**config.mk**
```make
export PLATFORM = sky130hd
export DESIGN_NAME = mem_stage
export DESIGN_NICKNAME = d
export VERILOG_FILES = /design/src/rtl/mem_stage_pkg.sv /design/src/rtl/mem_stage_load_align.sv /design/src/rtl/mem_stage.sv
export SDC_FILE = /design/constraint.sdc
export NUM_CORES = 1
export LEC_CHECK = 0
export ABC_AREA = 1
export BUFFER_PORTS_ARGS = -buffer_cell sky130_fd_sc_hd__buf_2
export CAP_MARGIN = 20
export CORE_AREA = 2 2 116 118
export DETAILED_ROUTE_END_ITERATION = 10
export DIE_AREA = 0 0 118 120
export PLACE_DENSITY = 0.71
export RECOVER_POWER = 50
export SETUP_SLACK_MARGIN = 0.3
export SLEW_MARGIN = 20
export SYNTH_ARGS = -nofsm -noshare
export SYNTH_HDL_FRONTEND = slang
export SYNTH_SLANG_ARGS = --single-unit
export TNS_END_PERCENT = 5
```
**constraint.sdc**
```tcl
create_clock -name clk -period 1.5 [get_ports clk]
set_input_delay 0.15 -clock clk [delete_from_list [all_inputs] [get_ports clk]]
set_output_delay 0.15 -clock clk [all_outputs]
set_load 0.1 [all_outputs]
```
**src/rtl/mem_stage_pkg.sv**
```systemverilog
// rtl/mem_stage_pkg.sv - load/store op encodings and MMIO constants for the memory stage.
package mem_stage_pkg;

  localparam int MEMOP_W = 4;
  localparam int MMIO_BIT_DEFAULT = 31;

  typedef enum logic [MEMOP_W-1:0] {
    MEMOP_NONE = 4'd0,
    MEMOP_LB   = 4'd1,
    MEMOP_LH   = 4'd2,
    MEMOP_LW   = 4'd3,
    MEMOP_LBU  = 4'd4,
    MEMOP_LHU  = 4'd5,
    MEMOP_SB   = 4'd6,
    MEMOP_SH   = 4'd7,
    MEMOP_SW   = 4'd8
  } mem_op_e;

  // Unused encodings 9-15 collapse to NONE so nothing downstream sees them.
  function automatic mem_op_e memop_decode(input logic [MEMOP_W-1:0] raw);
    if (raw > 4'd8) return MEMOP_NONE;
    return mem_op_e'(raw);
  endfunction

  function automatic logic memop_is_load(input mem_op_e op);
    return (op == MEMOP_LB) || (op == MEMOP_LH) || (op == MEMOP_LW) ||
           (op == MEMOP_LBU) || (op == MEMOP_LHU);
  endfunction

  function automatic logic memop_is_store(input mem_op_e op);
    return (op == MEMOP_SB) || (op == MEMOP_SH) || (op == MEMOP_SW);
  endfunction

  function automatic logic memop_misaligned(input mem_op_e op, input logic [1:0] off);
    case (op)
      MEMOP_LH, MEMOP_LHU, MEMOP_SH: return off[0];
      MEMOP_LW, MEMOP_SW:            return off != 2'b00;
      default:                       return 1'b0;
    endcase
  endfunction

endpackage

```
**src/rtl/mem_stage_load_align.sv**
```systemverilog
// rtl/mem_stage_load_align.sv - selects and extends the loaded byte/half/word.
module mem_stage_load_align
  import mem_stage_pkg::*;
(
  input  mem_op_e     mem_op,
  input  logic [1:0]  off,
  input  logic [31:0] dout,
  output logic [31:0] data
);

  logic [7:0]  byte_sel;
  logic [15:0] half_sel;

  always_comb begin
    byte_sel = dout[{off, 3'b000} +: 8];
    half_sel = off[1] ? dout[31:16] : dout[15:0];
    case (mem_op)
      MEMOP_LB:  data = {{24{byte_sel[7]}}, byte_sel};
      MEMOP_LBU: data = {24'd0, byte_sel};
      MEMOP_LH:  data = {{16{half_sel[15]}}, half_sel};
      MEMOP_LHU: data = {16'd0, half_sel};
      MEMOP_LW:  data = dout;
      default:   data = 32'd0;
    endcase
  end

endmodule

```
**src/rtl/mem_stage.sv**
```systemverilog
// rtl/mem_stage.sv - MIPS150 memory stage: BRAM/MMIO access and EX/MEM register.
// MEM_MISALIGN_TRAP_EN: misaligned half/word accesses are suppressed and flagged.
module mem_stage
  import mem_stage_pkg::*;
#(
  parameter int DADDR_W  = 12,
  parameter int MMIO_BIT = MMIO_BIT_DEFAULT
) (
  input  logic               clk,
  input  logic               rst,
  input  logic               ex_valid,
  input  logic [31:0]        ex_alu_out,
  input  logic [31:0]        ex_store_data,
  input  logic [3:0]         ex_mem_op,
  input  logic [4:0]         ex_rd,
  input  logic               ex_reg_we,
  input  logic               stall,
  output logic [DADDR_W-1:0] dmem_addr,
  output logic [3:0]         dmem_we,
  output logic [31:0]        dmem_din,
  input  logic [31:0]        dmem_dout,
  output logic               io_re,
  output logic               io_we,
  output logic [31:0]        io_addr,
  input  logic [31:0]        io_dout,
  output logic               wb_valid,
  output logic [4:0]         wb_rd,
  output logic               wb_we,
  output logic [31:0]        wb_data,
  output logic [31:0]        fwd_data,
  output logic               misalign
);

  mem_op_e    ex_op;
  logic [1:0] ex_off;
  logic       ex_mmio;
  logic       ex_mis;
  logic       ex_fire;

  assign ex_op   = memop_decode(ex_mem_op);
  assign ex_off  = ex_alu_out[1:0];
  assign ex_mmio = ex_alu_out[MMIO_BIT];
`ifdef MEM_MISALIGN_TRAP_EN
  assign ex_mis  = memop_misaligned(ex_op, ex_off);
`else
  assign ex_mis  = 1'b0;
`endif
  assign ex_fire = ex_valid & ~stall & ~rst & ~ex_mis;

  logic        valid_q, valid_d;
  mem_op_e     op_q, op_d;
  logic [1:0]  off_q, off_d;
  logic [4:0]  rd_q, rd_d;
  logic        reg_we_q, reg_we_d;
  logic [31:0] alu_q, alu_d;
  logic        mmio_q, mmio_d;
  logic        mis_q, mis_d;

  always_comb begin
    dmem_we  = 4'b0000;
    dmem_din = ex_store_data;
    io_we    = 1'b0;
    io_re    = 1'b0;
    case (ex_op)
      MEMOP_SB: dmem_din = {4{ex_store_data[7:0]}};
      MEMOP_SH: dmem_din = {2{ex_store_data[15:0]}};
      default:  ;
    endcase
    if (ex_fire) begin
      if (ex_mmio) begin
        io_we = memop_is_store(ex_op);
        io_re = memop_is_load(ex_op);
      end else begin
        // Halfword lanes come from off[1] only, so an untrapped odd offset lands force-aligned.
        case (ex_op)
          MEMOP_SB: dmem_we = 4'b0001 << ex_off;
          MEMOP_SH: dmem_we = 4'b0011 << {ex_off[1], 1'b0};
          MEMOP_SW: dmem_we = 4'b1111;
          default:  dmem_we = 4'b0000;
        endcase
      end
    end
  end

  // Holding the captured address under stall keeps the BRAM read data steady.
  assign dmem_addr = stall ? alu_q[DADDR_W+1:2] : ex_alu_out[DADDR_W+1:2];
  assign io_addr   = ex_alu_out;

  always_comb begin
    valid_d  = valid_q;
    op_d     = op_q;
    off_d    = off_q;
    rd_d     = rd_q;
    reg_we_d = reg_we_q;
    alu_d    = alu_q;
    mmio_d   = mmio_q;
    mis_d    = mis_q;
    if (!stall) begin
      valid_d  = ex_valid;
      op_d     = ex_op;
      off_d    = ex_off;
      rd_d     = ex_rd;
      reg_we_d = ex_reg_we;
      alu_d    = ex_alu_out;
      mmio_d   = ex_mmio;
      mis_d    = ex_valid & ex_mis;
    end
  end

  always_ff @(posedge clk) begin
    if (rst) begin
      valid_q  <= 1'b0;
      op_q     <= MEMOP_NONE;
      off_q    <= 2'd0;
      rd_q     <= 5'd0;
      reg_we_q <= 1'b0;
      alu_q    <= 32'd0;
      mmio_q   <= 1'b0;
      mis_q    <= 1'b0;
    end else begin
      valid_q  <= valid_d;
      op_q     <= op_d;
      off_q    <= off_d;
      rd_q     <= rd_d;
      reg_we_q <= reg_we_d;
      alu_q    <= alu_d;
      mmio_q   <= mmio_d;
      mis_q    <= mis_d;
    end
  end

  logic [31:0] ld_data;

  mem_stage_load_align u_load_align (
    .mem_op (op_q),
    .off    (off_q),
    .dout   (mmio_q ? io_dout : dmem_dout),
    .data   (ld_data)
  );

  assign wb_valid = valid_q;
  assign wb_rd    = rd_q;
  assign wb_we    = valid_q & reg_we_q & ~mis_q;
  assign wb_data  = memop_is_load(op_q) ? ld_data : alu_q;
  assign fwd_data = alu_q;
  assign misalign = mis_q;

endmodule
```
Word-level counts from Yosys, hierarchy flattened --
Cells that the tools add are included.
Storage, ports and cells: register bits 46, bits of input ports 142, output and inout port bits 154
Operators by class: $lt $le $gt $ge 1, equal/unequal tests 13, shifts and indexed selects 3, multiplexer cells 16, bitwise gates (word level) 5, reductions and logical operators 10
Operators with widths (number):
- $pmux W32 S5 | 1
- $mux W32 | 2
- $pmux W32 S2 | 1
- $shiftx A32 B6 Y8 | 1
- $eq A4 B3 Y1 const B | 6
- $eq A4 B2 Y1 const B | 4
- $mux W16 | 1
- $mux W4 | 4
- $mux W12 | 1
- $pmux W4 S3 | 1
- $logic_or A1 B1 Y1 | 10
- $eq A4 B1 Y1 const B | 2
- $mux W1 | 5
- $eq A4 B4 Y1 const B | 1
- $gt A4 B4 Y1 const B | 1
- $shl A1 B2 Y4 const A | 1
- $shl A2 B2 Y4 const A | 1
- $and A1 B1 Y1 | 3
- $not A1 Y1 | 2

Depth between registers and ports, before layout --
word-level depth 10, gate-level depth with buffers 9, depth with buffers taken out 9

Hierarchy --
A second synthesis with hierarchy kept.
Second synthesis, totals: cell total of the unflattened synthesis 712, area total of the unflattened synthesis 4141.5 µm²
By module, submodules not included:
- mem_stage | times used 1, cells an instance 504, area an instance 3198.1 µm², seq. area each 860.8 µm²
- mem_stage_load_align | times used 1, cells an instance 208, area an instance 943.4 µm², seq. area each 0.0 µm²

Worst setup path before layout --
OpenSTA, ideal clock, no wires.
kind register -> output, start register, netlist name fwd_data[1], end output port wb_data[4], data arrival time 3.198 ns, required time 1.350 ns, setup slack -1.848 ns, stages on the path, launching flop included 9, buffers on the path 2, cell sequence dfxtp_1 > buf_2 > inv_1 > buf_2 > nand3_1 > nand2_1 > nor2_1 > nor2_1 > a21oi_1
RTL lines:
- end, declared | RTL line mem_stage.sv:29 | output logic [31:0] wb_data,

==> impl_metrics.env <==
export IMPL_status="complete, but fails checks"
export IMPL_violations="setup timing"
export IMPL_num_io_pins=296
export IMPL_critPathTopFamily="buffers and inverters"
export IMPL_setup_viol=33
export IMPL_cts_path_max_buffers=2
export IMPL_cp_required_ns=1.35
export IMPL_grt_pass1_wl_mm=28.21
export IMPL_power_total_mw=7.621
export IMPL_clock_sinks=43
export IMPL_routedWlPerCell_um=16.66
export IMPL_multi_input_comb_area_mm2=0.003148
export IMPL_avgSynthCellArea_um2=5.731
export IMPL_h_tree_depth=2
export IMPL_grt_usage=0.2471
export IMPL_area_growth_pct=109.0
export IMPL_synth_seq_cells=43
export IMPL_antenna_cells=0
export IMPL_tns_ns=-12.26
export IMPL_fillers=1171
export IMPL_worst_slew_pin_slew_ns=1.183
export IMPL_mostFrequentLayoutCells="139 x buf_2, 131 x nand2_1, 89 x buf_12"
export IMPL_port_buffers=294
export IMPL_cts_tree="done"
export IMPL_setup_ws_ns=-0.4599
export IMPL_hold_class="primary input to register"
export IMPL_worstSkewPairLatency_ns=0.28
export IMPL_synth_area_mm2=0.003891
export IMPL_startpoint_type="register"
export IMPL_dpl_hpwl_mm=14.26
export IMPL_hold_viol_final=0
export IMPL_drv_slew=0
export IMPL_rows=42
export IMPL_cts_root_buf="clkbuf_16"
export IMPL_ctsHoldBuffers=0
export IMPL_slowest_delay_ns=0.35
export IMPL_rsz0062_at_grt="true"
export IMPL_via_per_inst=5.012
export IMPL_remaining_drc_errors=0
export IMPL_initial_core_util=0.2998
export IMPL_ys_warn_count=0
export IMPL_grt_overflow_total=0
export IMPL_antenna_found_initial=0
export IMPL_crit_buf_inv=4
export IMPL_grt_pass1_vias=5469
export IMPL_drt_initial_drc_count=434
export IMPL_place_inst=1135
export IMPL_slowest_stage="dfxtp_2"
export IMPL_power_density_mw_per_mm2=937.0
export IMPL_skew_ns=0
export IMPL_crit_fanout=10
export IMPL_yosysSeqAreaShare=0.2212
export IMPL_period_share=1.307
export IMPL_synthCells=679
export IMPL_wl_mm=19.29
export IMPL_core_area_mm2=0.01298
export IMPL_crit_top_cell="nand2_1"
export IMPL_grt_max_degree=38
export IMPL_final_common_cell="buf_2"
export IMPL_dieArea_mm2=0.01416
export IMPL_place_ws_ns=-0.2677
export IMPL_worstSetupEndpointType="output pin"
export IMPL_synth_fp_nets=821
export IMPL_drive_above_1_share=0.5499
export IMPL_die_x_um=118
export IMPL_power_leakage_nw=3.966
export IMPL_place_congestion=0.9269
export IMPL_drt_pass1_iterations=7
export IMPL_ant_nets=0
export IMPL_die_h_um=120
export IMPL_max_clock_freq_mhz=510.2
export IMPL_cp_cell_sequence="buf_6, buf_12, buf_16, nand2_1, nand2_2, nand2_1, o21ai_0, nand2_1, a21oi_4, buf_12"
export IMPL_clkSlewWorstSetupHoldPaths_ns=0.06
export IMPL_final_core_util=0.6266
export IMPL_arrival_ns=1.81
export IMPL_path_class="register to output pin"
export IMPL_vias=5804
export IMPL_seq_area_um2=877.1
export IMPL_cap_violations=0
export IMPL_fin_nets=1123
export IMPL_max_vdd_ir_drop_uv=683.4
export IMPL_cts_made_buffers=5
export IMPL_synth_cell_types=29
export IMPL_final_cells=1158
export IMPL_post_route_min_period_ns=1.960
export IMPL_slew_headroom=0.2148
stage by stage:
stage,hold slack [ns],instance area [um2]
4_1_cts,0.1079,7742
6_report,0.1124,8133
2_1_floorplan,0.3016,4034
3_3_place_gp,0.3846,6914
5_1_grt,0.1147,8133
3_5_place_dp,0.3953,6914
worst paths after layout:
check,start,endpoint,slack [ns],cells past startpoint
hold / removal,ex_reg_we,reg_we_q$_SDFFE_PP0N_,0.11,3
hold reg to reg,wb_rd[2]$_SDFFE_PP0N_,wb_rd[2]$_SDFFE_PP0N_,0.49,2
setup reg to reg,fwd_data[31]$_SDFFE_PP0N_,fwd_data[31]$_SDFFE_PP0N_,0.43,5
setup / recovery,fwd_data[31]$_SDFFE_PP0N_,wb_data[4],-0.46,10
logic make-up after synthesis:
kind of cell           after synthesis  share of synthesized area
AOI/OAI and AO/OA                  103                     0.1383
buffers and inverters              125                     0.1765
DFF                                 43                     0.2212
and+or+nand+nor                    407                     0.4630
other                                1                  0.0009637
repair_timing:
item                                    in CTS  in global routing
gates cloned                                 4                  1
endpoints found under the hold margin        0                  0
endpoints found under the setup margin     108                 83
pin swaps                                   62                 59
buffers inserted                             7                  3
gates resized for setup                    200                120
area by class of cell:
class | count | area share
Multi-Input combinational cell | 513 | 0.3871
Timing Repair Buffer | 372 | 0.4355
Clock buffer | 6 | 0.01585
Sequential cell | 43 | 0.1078
Clock inverter | 2 | 0.001385
Inverter | 46 | 0.02523
Tap cell | 176 | 0.02708
state kept, by name (all words and copies together) (netlist names):
name      count
wb_valid      1
fwd_data     31
reg_we_q      1
wb_rd         5
op_q          4
off_q         1
power breakdown:
part	internal [mW]	switching, mW
sequential	1.22	0.100
clock	0.615	0.425
combinational	1.65	3.62
worst register-to-register path: cells and delay by family, from the launching register on:
family | cells | cell delay (ns)
AOI/OAI and AO/OA | 1 | 0.18
buffers and inverters | 4 | 0.46
DFF | 1 | 0.35
cells in the mapped netlist (all sizes together):
cell      n  area (um2)
a211oi    4       30.03
a21oi    34       170.2
a22oi     5       37.54
and2      2       12.51
buf      64       455.4
clkbuf   15       56.30
conb      1       3.750
dfxtp    43       860.8
inv      46       175.2
nand2   220       848.3
nand3    38       217.7
nand4    47       294.0
nor2     89       360.3
o21ai    60       300.3
or2      11       68.82
routing by layer:
layer | track usage | wire (um) | vias up
met5 | 0 | 0 | -
met4 | 0.09036 | 746 | 0
met3 | 0.04087 | 1309 | 60
met2 | 0.4121 | 9447 | 289
met1 | 0.3211 | 7783 | 2655
li1 | - | - | 2800
Power figures use the tool's default switching activity.
